### src/rtl/sd_pkg.sv
// sd_pkg: shared state encoding, sector size and counter widths for the SD sector arbiter
package sd_pkg;
  typedef enum logic [2:0] {S_IDLE, S_GRANT, S_RD, S_WR, S_GAP} state_t;
  localparam int SECTOR_BYTES = 512;
  localparam int CNT_W = 10;
  function automatic int tmo_w(input int cyc);
    return $clog2(cyc + 1);
  endfunction
endpackage

### src/rtl/rr_pick.sv
// rr_pick: combinational round-robin selector, nearest requester after last wins
module rr_pick #(
  parameter int N = 2,
  parameter int IW = 1
) (
  input  logic [N-1:0]  req,
  input  logic [IW-1:0] last,
  output logic [N-1:0]  gnt,
  output logic          valid
);
  // scan from farthest to nearest so the nearest pending index is written last
  always_comb begin
    gnt = '0;
    valid = 1'b0;
    for (int k = N; k >= 1; k--) begin
      if (req[(int'(last) + k) % N]) begin
        gnt = '0;
        gnt[(int'(last) + k) % N] = 1'b1;
        valid = 1'b1;
      end
    end
  end
endmodule

### src/rtl/sd_sec_arbiter.sv
// sd_sec_arbiter: round-robin sharing of one SD sector engine between NREQ requesters
module sd_sec_arbiter #(
  parameter int NREQ = 2,
  parameter int SECTOR_BYTES = sd_pkg::SECTOR_BYTES,
  parameter int TIMEOUT_CYC = 25_000_000
) (
  input  logic              clk,
  input  logic              rst,
  input  logic [NREQ-1:0]   req_valid,
  input  logic [NREQ-1:0]   req_write,
  input  logic [32*NREQ-1:0] req_addr,
  output logic [NREQ-1:0]   req_ready,
  input  logic [8*NREQ-1:0] wr_data,
  output logic [NREQ-1:0]   wr_req,
  output logic [7:0]        rd_data,
  output logic [NREQ-1:0]   rd_valid,
  output logic [NREQ-1:0]   done,
  output logic              err,
  output logic              busy,
  output logic [NREQ-1:0]   grant,
  input  logic              sd_init_done,
  output logic              sd_sec_read,
  output logic              sd_sec_write,
  output logic [31:0]       sd_sec_read_addr,
  output logic [31:0]       sd_sec_write_addr,
  input  logic [7:0]        sd_sec_read_data,
  input  logic              sd_sec_read_data_valid,
  input  logic              sd_sec_read_end,
  output logic [7:0]        sd_sec_write_data,
  input  logic              sd_sec_write_data_req,
  input  logic              sd_sec_write_end
);
  import sd_pkg::*;
  localparam int IW = $clog2(NREQ);
  localparam int TW = tmo_w(TIMEOUT_CYC);
  state_t state, state_nx;
  logic [IW-1:0] last, gidx, pick_idx;
  logic [NREQ-1:0] pick;
  logic pick_ok, xfer, beat, fin_end, fin_abort;
  logic [CNT_W-1:0] cnt, cnt_nx;
  logic [TW-1:0] tcnt;
  logic [31:0] addr;
  rr_pick #(.N(NREQ), .IW(IW)) u_pick (
    .req(req_valid & {NREQ{sd_init_done}}),
    .last(last),
    .gnt(pick),
    .valid(pick_ok)
  );
  // one-hot pick to index for slicing the address and data buses
  always_comb begin
    pick_idx = '0;
    for (int i = 0; i < NREQ; i++) if (pick[i]) pick_idx = IW'(i);
  end
  // transfer events, saturating byte count and next state
  always_comb begin
    xfer = state == S_RD || state == S_WR;
    beat = (state == S_RD && sd_sec_read_data_valid) || (state == S_WR && sd_sec_write_data_req);
    fin_end = (state == S_RD && sd_sec_read_end) || (state == S_WR && sd_sec_write_end);
    fin_abort = xfer && (tcnt == TW'(TIMEOUT_CYC - 1) || !sd_init_done);
    cnt_nx = (beat && cnt != CNT_W'(SECTOR_BYTES + 1)) ? cnt + 1'b1 : cnt;
    state_nx = state == S_IDLE  ? (pick_ok ? S_GRANT : S_IDLE) :
               state == S_GRANT ? (req_write[gidx] ? S_WR : S_RD) :
               state == S_GAP   ? S_IDLE :
               (fin_end || fin_abort) ? S_GAP : state;
  end
  // state, ownership, address latch, counters and completion pulse
  always_ff @(posedge clk or posedge rst) begin
    if (rst) begin
      state <= S_IDLE;
      last <= IW'(NREQ - 1);
      gidx <= '0;
      grant <= '0;
      addr <= '0;
      cnt <= '0;
      tcnt <= '0;
      done <= '0;
      err <= 1'b0;
    end else begin
      state <= state_nx;
      done <= '0;
      err <= 1'b0;
      if (state == S_IDLE && pick_ok) begin
        gidx <= pick_idx;
        grant <= pick;
      end
      if (state == S_GRANT) begin
        addr <= req_addr[32*gidx +: 32];
        cnt <= '0;
        tcnt <= '0;
      end
      if (xfer) begin
        cnt <= cnt_nx;
        tcnt <= tcnt + 1'b1;
        if (fin_end || fin_abort) begin
          done <= grant;
          err <= fin_end ? cnt_nx != CNT_W'(SECTOR_BYTES) : 1'b1;
          last <= gidx;
          grant <= '0;
        end
      end
    end
  end
  // strobes follow state so reset drops them at once; data paths gated by ownership
  always_comb begin
    sd_sec_read = state == S_RD;
    sd_sec_write = state == S_WR;
    sd_sec_read_addr = addr;
    sd_sec_write_addr = addr;
    busy = state == S_GRANT || xfer;
    req_ready = state == S_GRANT ? grant : '0;
    rd_valid = (state == S_RD && sd_sec_read_data_valid) ? grant : '0;
    wr_req = (state == S_WR && sd_sec_write_data_req) ? grant : '0;
    rd_data = state == S_RD ? sd_sec_read_data : 8'h00;
    sd_sec_write_data = grant != '0 ? wr_data[8*gidx +: 8] : 8'h00;
  end
endmodule

### config.mk
export PLATFORM = sky130hd
export DESIGN_NAME = sd_sec_arbiter
export DESIGN_NICKNAME = d
export VERILOG_FILES = /design/src/rtl/sd_pkg.sv /design/src/rtl/rr_pick.sv /design/src/rtl/sd_sec_arbiter.sv
export SDC_FILE = /design/constraint.sdc
export NUM_CORES = 1
export LEC_CHECK = 0
export BUFFER_PORTS_ARGS = -buffer_cell sky130_fd_sc_hd__buf_2
export CAP_MARGIN = 10
export CELL_PAD_IN_SITES_DETAIL_PLACEMENT = 0
export CELL_PAD_IN_SITES_GLOBAL_PLACEMENT = 2
export CORE_ASPECT_RATIO = 0.9
export CORE_MARGIN = 1.5
export CORE_UTILIZATION = 29
export CTS_CLUSTER_SIZE = 25
export DETAILED_ROUTE_END_ITERATION = 12
export GPL_TIMING_DRIVEN = 1
export PLACE_DENSITY_LB_ADDON = 0.1
export SLEW_MARGIN = 25
export SYNTH_ARGS = -nofsm -noshare
export SYNTH_HDL_FRONTEND = slang
export SYNTH_SLANG_ARGS = --single-unit
### constraint.sdc
create_clock -name clk -period 5.2 [get_ports clk]
set_input_delay 0.78 -clock clk [delete_from_list [all_inputs] [get_ports clk]]
set_output_delay 0.78 -clock clk [all_outputs]
set_load 0.01 [all_outputs]
==> load_flow_metrics.sql <==
INSERT INTO impl_metrics (metric_group, metric, value, unit) VALUES
('outcome', 'run_status', 'complete, no violations', ''),
('final_layout', 'fin_nets', '740', ''),
('critical_path', 'cp_data_required_time', '4.42', 'ns'),
('placed_design', 'port_buffers', '192', ''),
('final_layout', 'layoutNonFillerInstCount', '841', ''),
('logic_synthesis', 'synthMostInstantiatedCell', 'sky130_fd_sc_hd__dfrtp_1', ''),
('power', 'cell_internal_pwr', '1809', 'uW'),
('die', 'die_width', '134.2', 'um'),
('power', 'netSwitchingFraction', '39.56', '%'),
('timing', 'grt_setup_unrepaired', 'false', ''),
('logic_synthesis', 'synth_cell_types', '54', ''),
('timing', 'finalSetupViolCount', '0', ''),
('placed_design', 'placed_instance_count', '825', ''),
('power', 'p_sw', '1184', 'uW'),
('final_layout', 'fillers', '1527', ''),
('logic_synthesis', 'synthMuxAreaShare', '12.22', '%'),
('clocking', 'cts.path.max_buffers', '2', ''),
('timing', 'worst_clock_skew', '0.005378', 'ns'),
('route', 'via_per_inst', '4.839', ''),
('final_layout', 'flow.area_growth_from_synthesis', '28.09', '%'),
('timing', 'slew_worst_pin', '0.7190', 'ns'),
('die', 'core', '14920', 'um2'),
('timing', 'layout_min_cycle_time', '3.018', 'ns'),
('logic_synthesis', 'share_of_yosys_cell_area_claimed_by_the_top_area_cell_type', '42.32', '%'),
('logic_synthesis', 'synthTopCellsByCount', 'sky130_fd_sc_hd__dfrtp_1, sky130_fd_sc_hd__nor2_1, sky130_fd_sc_hd__mux2i_1', ''),
('route', 'ant_nets', '0', ''),
('run', 'max-cap-violations', '0', ''),
('clocking', 'setup_bufs_post_cts', '0', ''),
('hold_path', 'hold_path_class', 'reg -> reg', ''),
('final_layout', 'storage_cell_area', '1929', 'um2'),
('placed_design', 'finalWeightedCongestion', '0.7573', ''),
('route', 'vias', '4070', ''),
('final_layout', 'multi_input_area', '2188', 'um2'),
('power', 'p_leak', '0.002935', 'uW'),
('logic_synthesis', 'yosys.area_share.adder', '0.8352', '%'),
('die', 'dieArea', '16250', 'um2'),
('die', 'chipHeight', '121.1', 'um'),
('clocking', 'htreeDepth', '3', ''),
('clocking', 'insertion_delay', '0.34', 'ns'),
('die', 'standard_cell_rows', '42', ''),
('logic_synthesis', 'yosysWarnings', '0', ''),
('critical_path', 'worstPathArrival', '2.24', 'ns'),
('timing', 'final_hold_viol_count', '0', ''),
('power', 'power_per_cell_area', '519.9', 'nW/um2'),
('timing', 'max_freq', '331.4', 'MHz'),
('clocking', 'cts.clk_slew.worst_paths', '0.06', 'ns'),
('logic_synthesis', 'postSynth.asyncResetShare', '100.0', '%'),
('power', 'power.share.combinational', '42.5', '%'),
('logic_synthesis', 'netlist_area', '4494', 'um2'),
('logic_synthesis', 'post_synthesis_sequential_element_count', '77', ''),
('route', 'dr.pass1.iters', '4', ''),
('global_routing', 'largest_net_degree_at_the_start_of_global_routing', '68', ''),
('logic_synthesis', 'post_synthesis_xor_xnor_area_fraction', '1.169', '%'),
('global_routing', 'grt_first_pass_wirelength', '20.30', 'mm'),
('placed_design', 'dp_hpwl', '9.343', 'mm'),
('die', 'ios', '193', ''),
('critical_path', 'crit_type', 'reg -> out', ''),
('timing', 'slew_headroom', '51.89', '%'),
('final_layout', 'antennaDiodeCount', '0', ''),
('route', 'wire_per_inst', '15.38', 'um'),
('final_layout', 'drive_gt1_share', '34.99', '%'),
('logic_synthesis', 'synth_simple_gate_area_share', '19.68', '%'),
('logic_synthesis', 'synth_compound_area_share', '14.62', '%'),
('logic_synthesis', 'postSynthAreaPerCell', '9.135', 'um2'),
('power', 'vdd.ir_drop.worst', '0.0001851', 'V'),
('logic_synthesis', 'post-synth-top-area-cell', 'sky130_fd_sc_hd__dfrtp_1', ''),
('clocking', 'root_buffer', 'sky130_fd_sc_hd__clkbuf_16', ''),
('logic_synthesis', 'synthesis.nets', '594', ''),
('route', 'detail_route.iter0.violations', '192', ''),
('critical_path', 'setup.worst_path.end_class', 'primary output', ''),
('global_routing', 'overflow', '0', '');
-- kinds of logic (layout without fill, tap and decap cells) --
| family | count (synthesis) | after routing |
|---|---|---|
| AO/OA/AOI/OAI | 110 | 110 |
| multiplexers | 54 | 54 |
| flip-flops | 77 | 77 |
| adder cells (fa/ha/maj) | 3 | 3 |
| buffers and inverters | 70 | 221 |
| AND/OR/NAND/NOR | 172 | 172 |
| XOR/XNOR | 6 | 6 |
-- path summary, 6_finish.rpt --
kind | startpoint | endpoint | slack [ns] | cells after the start
max in group asynchronous | rst | sd_sec_read_addr[15] | 3.80 | 3
min reg2reg | tcnt[19] | tcnt[19] | 0.49 | 1
min | tcnt[19] | tcnt[19] | 0.49 | 1
max | state[2] | rd_valid[1] | 2.18 | 5
min in group asynchronous | rst | sd_sec_read_addr[26] | 0.53 | 2
max reg2reg | state[1] | err | 2.53 | 6
-- cell type report --
class	instances	area share, %
Clock buffer	12	4.108
Clock inverter	4	2.086
Sequential cell	77	33.51
Inverter	7	0.4999
Tap cell	198	4.303
Multi-Input combinational cell	345	38.01
Timing Repair Buffer	198	17.47
-- power groups by stage --
stage / Sequential, uW / Combinational (uW) / Clock [uW]
4_1_cts: 963 / 1300 / 794
3_3_place_gp: 963 / 1290 / 0
5_1_grt: 985 / 1420 / 818
6_report: 953 / 1270 / 769
3_5_place_dp: 972 / 1300 / 0
2_1_floorplan: 950 / 934 / 0
-- metal layers --
metal  part of all wire, %  global-route usage [%]  wire length, um  up-vias
met2                    51                   27.18             6546      136
met3                   4.8                   3.049              625       11
met4                   1.1                   4.839              145        0
met1                    43                   20.60             5617     1907
met5                     0                       0                0        -
li1                      -                       -                -     2016
-- worst max-delay path, stage by stage, from the launching register on --
cell and delay, ns:
sky130_fd_sc_hd__dfrtp_1 0.50, sky130_fd_sc_hd__nand2b_1 0.20, sky130_fd_sc_hd__buf_4 0.24, sky130_fd_sc_hd__nor2_1 0.59, sky130_fd_sc_hd__and3_1 0.24, sky130_fd_sc_hd__buf_2 0.13
-- sequential cells by signal (all words and copies together) (netlist names) --
register / flops
state: 3
grant: 2
err: 1
done: 2
gidx: 1
cnt: 10
last: 1
tcnt: 25
sd_sec_read_addr: 32
-- placed cells by master, fill, tap and decap left out, types with 4 or more instances in the layout --
cell and instances:
sky130_fd_sc_hd__buf_4 6, sky130_fd_sc_hd__a21o_1 4, sky130_fd_sc_hd__bufinv_16 4, sky130_fd_sc_hd__and2_1 15
sky130_fd_sc_hd__nor2_1 55, sky130_fd_sc_hd__o211ai_1 4, sky130_fd_sc_hd__o21a_1 4, sky130_fd_sc_hd__clkbuf_16 9
sky130_fd_sc_hd__inv_1 6, sky130_fd_sc_hd__nand2b_1 5, sky130_fd_sc_hd__nor3_1 5, sky130_fd_sc_hd__dfrtp_1 75
sky130_fd_sc_hd__nand4_1 10, sky130_fd_sc_hd__a31oi_1 6, sky130_fd_sc_hd__buf_2 192, sky130_fd_sc_hd__a22o_1 6
sky130_fd_sc_hd__a21oi_1 42, sky130_fd_sc_hd__nand2_1 28, sky130_fd_sc_hd__and3_1 12, sky130_fd_sc_hd__nand3_1 17
sky130_fd_sc_hd__o21ai_0 33, sky130_fd_sc_hd__mux2i_1 50
-- per-stage QoR --
step	util (%)	setup WS [ns]	hold slack, ns	total power, uW	area (um2)
global route	38.57	2.004	0.5349	3223	5757
CTS	38.57	2.105	0.4912	3054	5757
detailed placement	36.18	2.474	0.4834	2268	5400
floorplan	-	2.455	0.4508	1883	4494
finish	38.57	2.182	0.4918	2993	5757
global placement	36.17	2.553	0.4780	2256	5398
Note: power is estimated with default switching activity, not from simulation.
